<file path="config.mk">
export PLATFORM = sky130hd
export DESIGN_NAME = bf_mem
export DESIGN_NICKNAME = d
export VERILOG_FILES = /design/src/rtl/bf_mem_pkg.sv /design/src/rtl/bf_mem_array.sv /design/src/rtl/bf_mem.sv
export SDC_FILE = /design/constraint.sdc
export NUM_CORES = 2
export LEC_CHECK = 0
export BUFFER_PORTS_ARGS = -buffer_cell sky130_fd_sc_hd__buf_2
export CORE_ASPECT_RATIO = 0.9
export CORE_MARGIN = 4
export CORE_UTILIZATION = 50
export CTS_CLUSTER_SIZE = 14
export DETAILED_ROUTE_END_ITERATION = 8
export HOLD_SLACK_MARGIN = 0.15
export PLACE_DENSITY = 0.68
export SYNTH_ARGS = -nofsm -noshare
export SYNTH_HDL_FRONTEND = slang
export SYNTH_SLANG_ARGS = --single-unit
</file>
<file path="constraint.sdc">
create_clock -name clk -period 5.8 [get_ports clk]
set_clock_uncertainty 0.15 [all_clocks]
set_input_delay 0.87 -clock clk [delete_from_list [all_inputs] [get_ports clk]]
set_output_delay 0.87 -clock clk [all_outputs]
set_load 0.005 [all_outputs]
</file>
<file path="src/rtl/bf_mem_pkg.sv">
// Shared types and constants for the bf8b memory block.
package bf_mem_pkg;

  localparam int WAIT_W   = 4;
  localparam int MAX_WAIT = 15;

  typedef enum logic [1:0] {
    IDLE = 2'd0,
    LOAD = 2'd1,
    WAIT = 2'd2,
    ACK  = 2'd3
  } state_t;

endpackage

</file>
<file path="src/rtl/bf_mem_array.sv">
// DEPTH x DATA_W storage: synchronous write, combinational read, no reset.
module bf_mem_array #(
  parameter int DATA_W = 8,
  parameter int ADDR_W = 8
) (
  input  logic              clk,
  input  logic              we,
  input  logic [ADDR_W-1:0] waddr,
  input  logic [DATA_W-1:0] wdata,
  input  logic [ADDR_W-1:0] raddr,
  output logic [DATA_W-1:0] rdata
);

  localparam int DEPTH = 2 ** ADDR_W;

  logic [DATA_W-1:0] mem [DEPTH];

  always_ff @(posedge clk) begin
    if (we) mem[waddr] <= wdata;
  end

  assign rdata = mem[raddr];

endmodule

</file>
<file path="src/rtl/bf_mem.sv">
// bf8b data/program memory: CPU req/ack port with wait states, plus a
// sequential byte-stream loader that fills the array from address 0.
//
// state | meaning
// IDLE  | waiting; load_req wins over cpu_req
// LOAD  | accepting loader beats into the array at the load pointer
// WAIT  | counting WAIT_STATES cycles after a CPU access was accepted
// ACK   | one-cycle completion, cpu_rdata valid
module bf_mem
  import bf_mem_pkg::*;
#(
  parameter int DATA_W      = 8,
  parameter int ADDR_W      = 8,
  parameter int WAIT_STATES = 0
) (
  input  logic              clk,
  input  logic              rst_n,
  input  logic              cpu_req,
  input  logic              cpu_we,
  input  logic [ADDR_W-1:0] cpu_addr,
  input  logic [DATA_W-1:0] cpu_wdata,
  output logic [DATA_W-1:0] cpu_rdata,
  output logic              cpu_ack,
  input  logic              load_req,
  input  logic              load_valid,
  input  logic [DATA_W-1:0] load_data,
  input  logic              load_last,
  output logic              load_ready,
  output logic              load_done,
  output logic              busy
);

  localparam logic [WAIT_W-1:0] WS       = WAIT_W'(WAIT_STATES);
  localparam logic [ADDR_W-1:0] LAST_PTR = '1;

  if (WAIT_STATES > MAX_WAIT || WAIT_STATES < 0) begin : g_ws_check
    $fatal(1, "bf_mem: WAIT_STATES must be in 0..15");
  end

  state_t            state, state_nx;
  logic              lat_we;
  logic [ADDR_W-1:0] lat_addr;
  logic [DATA_W-1:0] lat_wdata;
  logic [ADDR_W-1:0] ptr;
  logic [WAIT_W-1:0] wcnt;
  logic [DATA_W-1:0] rdata_q;
  logic              done_q;

  logic              accept;
  logic              xfer;
  logic              load_end;
  logic              arr_we;
  logic [ADDR_W-1:0] arr_waddr;
  logic [DATA_W-1:0] arr_wdata;
  logic [ADDR_W-1:0] arr_raddr;
  logic [DATA_W-1:0] arr_rdata;
  logic              sel_we;
  logic [DATA_W-1:0] sel_wdata;
  logic [DATA_W-1:0] fwd_data;

  assign accept   = (state == IDLE) && !load_req && cpu_req;
  assign xfer     = (state == LOAD) && load_valid;
  assign load_end = xfer && (load_last || (ptr == LAST_PTR));

  // CPU writes commit at the acceptance edge; loader beats at each transfer.
  assign arr_we    = (accept && cpu_we) || xfer;
  assign arr_waddr = (state == LOAD) ? ptr : cpu_addr;
  assign arr_wdata = (state == LOAD) ? load_data : cpu_wdata;
  assign arr_raddr = (state == IDLE) ? cpu_addr : lat_addr;

  bf_mem_array #(
    .DATA_W (DATA_W),
    .ADDR_W (ADDR_W)
  ) u_array (
    .clk   (clk),
    .we    (arr_we),
    .waddr (arr_waddr),
    .wdata (arr_wdata),
    .raddr (arr_raddr),
    .rdata (arr_rdata)
  );

  // With no wait states the write lands on the same edge rdata is captured,
  // so write data is forwarded instead of reading the array back.
  assign sel_we    = (state == IDLE) ? cpu_we : lat_we;
  assign sel_wdata = (state == IDLE) ? cpu_wdata : lat_wdata;
  assign fwd_data  = sel_we ? sel_wdata : arr_rdata;

  always_comb begin
    state_nx = state;
    unique case (state)
      IDLE: begin
        if (load_req)     state_nx = LOAD;
        else if (cpu_req) state_nx = (WS == '0) ? ACK : WAIT;
      end
      LOAD: if (load_end) state_nx = IDLE;
      WAIT: if (wcnt == WS) state_nx = ACK;
      ACK:  state_nx = IDLE;
      default: state_nx = IDLE;
    endcase
  end

  always_ff @(posedge clk or negedge rst_n) begin
    if (!rst_n) begin
      state     <= IDLE;
      lat_we    <= 1'b0;
      lat_addr  <= '0;
      lat_wdata <= '0;
      ptr       <= '0;
      wcnt      <= '0;
      rdata_q   <= '0;
      done_q    <= 1'b0;
    end else begin
      state  <= state_nx;
      done_q <= load_end;

      if (accept) begin
        lat_we    <= cpu_we;
        lat_addr  <= cpu_addr;
        lat_wdata <= cpu_wdata;
      end

      if ((state == IDLE) && load_req) ptr <= '0;
      else if (xfer)                   ptr <= ptr + 1'b1;

      if (accept && (WS != '0))        wcnt <= WAIT_W'(1);
      else if (state == WAIT)          wcnt <= (wcnt == WS) ? '0 : wcnt + 1'b1;

      if (state_nx == ACK) rdata_q <= fwd_data;
    end
  end

  assign cpu_ack    = (state == ACK);
  assign cpu_rdata  = rdata_q;
  assign load_ready = (state == LOAD);
  assign load_done  = done_q;
  assign busy       = (state != IDLE);

endmodule
</file>
# Word-level counts from Yosys, hierarchy flattened
# Memory sizes are Yosys's and may differ from the RTL's.
# Index checks and enable logic that the tools add are counted.
dict set report totals {
  reg_bits 40
  mem_bits_rw 2048
  in_bits 31
  elab_cells 45
  mem_count 1
}
# memory words width rd rd_clocked_by_memory_dff wr line_no
set mem_list {}
lappend mem_list {u_array.mem 256 8 1 0 1 bf_mem_array.sv:16} ;# logic [DATA_W-1:0] mem [DEPTH];
dict set report op_classes {
  add_sub_neg 2
  n_eq_ne 5
  n_mux 16
  reduce_logical 13
}
# cell n
set op_table {}
lappend op_table {{$mux 8} 7}
lappend op_table {{$add 8x1->8 const B} 1}
lappend op_table {{$eq 8x8->1 const B} 1}
lappend op_table {{$mux 2} 4}
lappend op_table {{$pmux 2 s4} 1}
lappend op_table {{$eq 2x2->1 const B} 3}
lappend op_table {{$logic_and 1x1->1} 6}
lappend op_table {{$add 4x1->4 const B} 1}
lappend op_table {{$logic_not 4->1} 1}
lappend op_table {{$mux 4} 1}
lappend op_table {{$reduce_bool 2->1} 2}
lappend op_table {{$mux 1} 3}
lappend op_table {{$eq 2x1->1 const B} 1}
lappend op_table {{$logic_not 2->1} 1}
lappend op_table {{$logic_or 1x1->1} 2}
lappend op_table {{$logic_not 1->1} 1}

# Logic depth before layout (Yosys ltp)
dict set report depth {
  depth_word 7
  mapped_depth 16
  depth_no_buf 10
}

# By module
# A second synthesis with hierarchy kept.
dict set report unflattened {
  cells_unflattened 3922
  area_unflattened_um2 81765.9
}
# mod instances cells_per_inst area_each_um2 seq_area_each_um2
set by_module_without_submodules {}
lappend by_module_without_submodules {bf_mem_array 1 3725 79396.1 61499.0}
lappend by_module_without_submodules {bf_mem 1 197 2369.8 1001.0}

# Least setup slack after synthesis
# Ideal clock, no wire load.
dict set report synth_path {
  path_kind {register to register}
  from {register state[0]}
  to {memory u_array.mem[0][0], data pin}
  setup_ps 822
  t_arrival_ps 4714
  path_slack_ps 114
  path_stages_with_launch 9
  cell_sequence {dfrtp_1 > buf_2 > buf_2 > nand2_1 > inv_1 > clkbuf_1 > buf_1 > nand2_1 > nand2_1}
}
dict set report synth_via {
  elab_chain_cells 2
}
# item line_no
set synth_rtl {}
lappend synth_rtl {{start, declared} bf_mem.sv:40} ;# state_t state, state_nx;
lappend synth_rtl {{start signal, assigned} bf_mem.sv:114} ;# state <= state_nx;
lappend synth_rtl {{$eq 2x1->1} n/a}
lappend synth_rtl {{via load_ready} bf_mem.sv:28} ;# output logic load_ready,
lappend synth_rtl {{$mux 8} bf_mem.sv:68} ;# assign arr_wdata = (state == LOAD) ? load_data : cpu_wdata;
lappend synth_rtl {{via arr_wdata[0]} bf_mem.sv:54} ;# logic [DATA_W-1:0] arr_wdata;
lappend synth_rtl {{end, declared} bf_mem_array.sv:16}
# The timed path passes the listed nets, and every way through them passes these cells.

# Worst setup path in the final report
dict set report layout_path {
  from {register state[1]}
  to {register rdata_q[6] (netlist: cpu_rdata[6])}
}
dict set report layout_via {
  elab_chain_cells 6
  word_cells_on_any_way 17
  cone_classes {4 x eq/ne; 9 x mux; 3 x reduce/logical; 1 x memory}
}
# item line_no
set layout_rtl {}
lappend layout_rtl {{parallel branches: the longest is 6 deep, another holds $mem_v2 256x8} n/a}
lappend layout_rtl {{end signal, assigned} bf_mem.sv:129} ;# if (state_nx == ACK) rdata_q <= fwd_data;
lappend layout_rtl {{end, declared} bf_mem.sv:46} ;# logic [DATA_W-1:0] rdata_q;
# Several ways; the timed one is not identified.
# A chain may end at the register's enable or synchronous reset.

==> out/metrics.csv <==
stage;metric;value;unit
critical_path;r2r-start;state[1];
sta;fin_setup_tns;0;ns
logic_synthesis;synth_top_family_by_area;simple AND/OR/NAND/NOR gates;
sta;setup_viol;0;
routing;wl_per_cell;29.0;um
finish;mostFrequentLayoutCells;edfxtp_1, nand2_1, nand3_1;
power_and_ir_drop;p_total;51.2;mW
power_and_ir_drop;pwr-share-seq;37.0;%
routing;dr.pass1.iters;6;
power_and_ir_drop;p_switching;20.1;mW
worst_hold_path;hold_end;lat_addr[0];
floorplan;die_h;395;um
cts;path_clk_slew;0.07;ns
global_routing;track_usage;27.9;%
logic_synthesis;synth_edf_count;2048;
global_routing;met3_usage;8.40;%
logic_synthesis;syn_area;83100;um^2
global_routing;grt-ovfl-total;0;
critical_path;cp-end-kind;register;
routing;drc_errors;0;
logic_synthesis;synth_adder_area_share;0.0451;%
critical_path;path_max_fanout;26;
sta;max_freq;192;MHz
power_and_ir_drop;leakage;30.9;nW
finish;num-nets-final;6120;
global_routing;grt_max_degree;155;
cts;numCtsBuffers;197;
power_and_ir_drop;internal-power;31.1;mW
routing;wl;246;mm
power_and_ir_drop;ir_worst_vdd;638;uV
logic_synthesis;syn_nets;6032;
logic_synthesis;yosysWarnings;0;
sta;post-route-period-util;90.0;%
finish;area_growth;11.9;%
critical_path;critPathRequiredTime;6.31;ns
power_and_ir_drop;p_sw_share;39.3;%
global_routing;use_met2;40.2;%
placed_design;dpl.hpwl;152;mm
logic_synthesis;ys_ff_latch;2088;
outcome;status;completed;
logic_synthesis;synthMuxAreaShare;3.33;%
critical_path;crit_type;reg2reg;
global_routing;grt_pass1_wl;355;mm
routing;num_vias;53778;
logic_synthesis;synth_ff_type;edfxtp_1;
global_routing;antenna_found_initial;12;
power_and_ir_drop;power.share.clock;25.2;%
critical_path;ff2ff_path_depth;12;
sta;hold_violations;0;
floorplan;num_rows;141;
worst_hold_path;hold_path.class;in2reg;
finish;stdcell_area;93100;um^2
cts;clk_latency;0.85;ns
floorplan;coreArea;165000;um^2
worst_hold_path;hold_start;cpu_addr[0];
critical_path;cp.arrival;5.73;ns
logic_synthesis;syn_avg_cell_area;13.9;um^2
logic_synthesis;synthDistinctLibCells;78;
sta;relSlewSlack;6.95;%
finish;final_util;56.5;%
cts;root_buffer;clkbuf_16;
placed_design;postPlaceCellArea;86600;um^2
floorplan;dieArea;173000;um^2
sta;tightest_slew;1.39;ns
cts;cts_sinks;2088;
logic_synthesis;synth_compound_area_share;5.44;%
cts;htree_levels;4;
finish;mostFrequentLayoutCell;edfxtp_1;
critical_path;worstReg2RegEnd;cpu_rdata[6];
run;cap_violations;0;
floorplan;die_w;438;um
sta;layout_min_cycle_time;5.22;ns
worst_hold_path;worstHoldPathCells;2;
sta;drv_slew;0;
routing;drtIter0Drc;8718;
logic_synthesis;synth_xor_area_share;0.0737;%
floorplan;io_pins;43;
power_and_ir_drop;power_density;550;nW/um^2
global_routing;grt-busiest-layer;met2;
logic_synthesis;synth-simple-area-share;13.7;%
logic_synthesis;synthCells;5998;
logic_synthesis;synth-seq-area-share;75.2;%
power_and_ir_drop;p_comb_share;37.8;%
critical_path;cp-start-kind;register;
critical_path;r2r_setup_slack;0.58;ns
sta;rsz0062_at_grt;false;
global_routing;use_met1;40.0;%
finish;drive_gt1_share;10.4;%
logic_synthesis;async_reset_ff_share;1.92;%
global_routing;grt_pass1_vias;50163;
routing;postRouteAntennaNets;0;
placed_design;gp_congestion;0.947;
placed_design;portBuffers;42;
cts;cts_buffer_depth;3;
routing;vias_per_cell;6.34;
cts;cts_tree;done;
floorplan;start_util;50.5;%
==> per-stage QoR <==
step | worst slack, ns | hold slack [ns] | instances
2_1_floorplan | 0.114 | 0.296 | 5998
3_3_place_gp | 0.249 | 0.316 | 8101
3_5_place_dp | 0.595 | 0.320 | 8102
4_1_cts | 0.698 | 0.156 | 8465
5_1_grt | 0.495 | 0.177 | 8466
6_report | 0.582 | 0.203 | 8476
==> metal layers <==
metal | vias up | wire length, um
met1 | 26803 | 94000
met2 | 3666 | 107000
li1 | 22731 | -
met5 | - | 65
met4 | 4 | 11200
met3 | 574 | 33700
==> sequential cells by signal, indices dropped and copies added (netlist names) <==
name / cells
wcnt: 4
lat_addr: 8
lat_we: 1
load_done: 1
u_array.mem: 2048
ptr: 8
state: 2
lat_wdata: 8
cpu_rdata: 8
==> synthesized netlist by cell type (15+ instances only) <==
library cell / count / area (um^2)
edfxtp_1: 2048 / 61500
nand2_1: 1539 / 5780
nand3_1: 481 / 2410
nor2_1: 327 / 1230
buf_2: 174 / 871
mux2i_1: 163 / 1630
clkbuf_1: 147 / 552
a31oi_1: 136 / 851
a32oi_1: 131 / 1150
nand4_1: 131 / 820
and3_1: 88 / 551
a21oi_1: 82 / 410
o21ai_0: 62 / 310
a211oi_1: 41 / 308
mux4_2: 41 / 923
dfrtp_1: 40 / 1000
buf_4: 32 / 240
a311oi_1: 26 / 228
buf_1: 26 / 97.6
a2111oi_0: 24 / 210
o2111ai_1: 23 / 201
nor3_1: 20 / 100
mux2_2: 17 / 191
a22oi_1: 15 / 113
nor4_1: 15 / 93.8
==> cell families after synthesis <==
| family | Yosys count |
|---|---|
| AND/OR/NAND/NOR | 2654 |
| flip-flops | 2088 |
| AO/OA/AOI/OAI | 628 |
| buffers and inverters | 396 |
| multiplexers | 222 |
| XOR/XNOR | 7 |
| adder cells (fa/ha/maj) | 3 |
==> power by group through the flow <==
stage,Clock [mW],Combinational [mW],Sequential [mW]
after floorplan,0,10.7,19.8
after global placement,0,18.5,19.3
after detailed placement,0,18.7,19.3
after CTS,12.9,18.8,18.9
after global routing,13.6,20.2,19.0
final,12.9,19.3,19.0
==> worst max-delay path, stage by stage (launching register included) <==
cell,delay (ns)
dfrtp_1,0.79
nor2_2,0.11
inv_2,0.49
mux2_2,0.61
nor2_1,1.03
buf_4,0.32
o41ai_1,0.10
o2111a_1,0.25
o21ai_0,0.27
buf_4,0.21
o31ai_1,0.12
nor4_1,0.47
a211oi_1,0.12
==> worst max-delay path by stage <==
stage | from | end | cells past startpoint
after global routing | state[1] | cpu_rdata[4] | 9
after floorplan | state[0] | u_array.mem[0][0] | 8
final | state[1] | cpu_rdata[6] | 12
after CTS | state[1] | cpu_rdata[4] | 10
after detailed placement | cpu_addr[0] | cpu_rdata[4] | 11
after global placement | cpu_addr[0] | cpu_rdata[5] | 13
==> layout make-up <==
type,count,area [um^2]
Multi-Input combinational cell,3514,19000
Sequential cell,2088,62500
Antenna cell,11,27.5
Clock buffer,245,5240
Inverter,10,37.5
Tap cell,2216,2770
Clock inverter,117,1150
Timing Repair Buffer,275,2390
Fill cell,12884,71700
==> repair_timing <==
action,4_1_cts,5_1_grt
hold buffers,1,0
hold endpoints to repair,40,0
setup buffers,0,0
resized for setup,0,0
No activity file was read; power rests on OpenSTA's default activity.
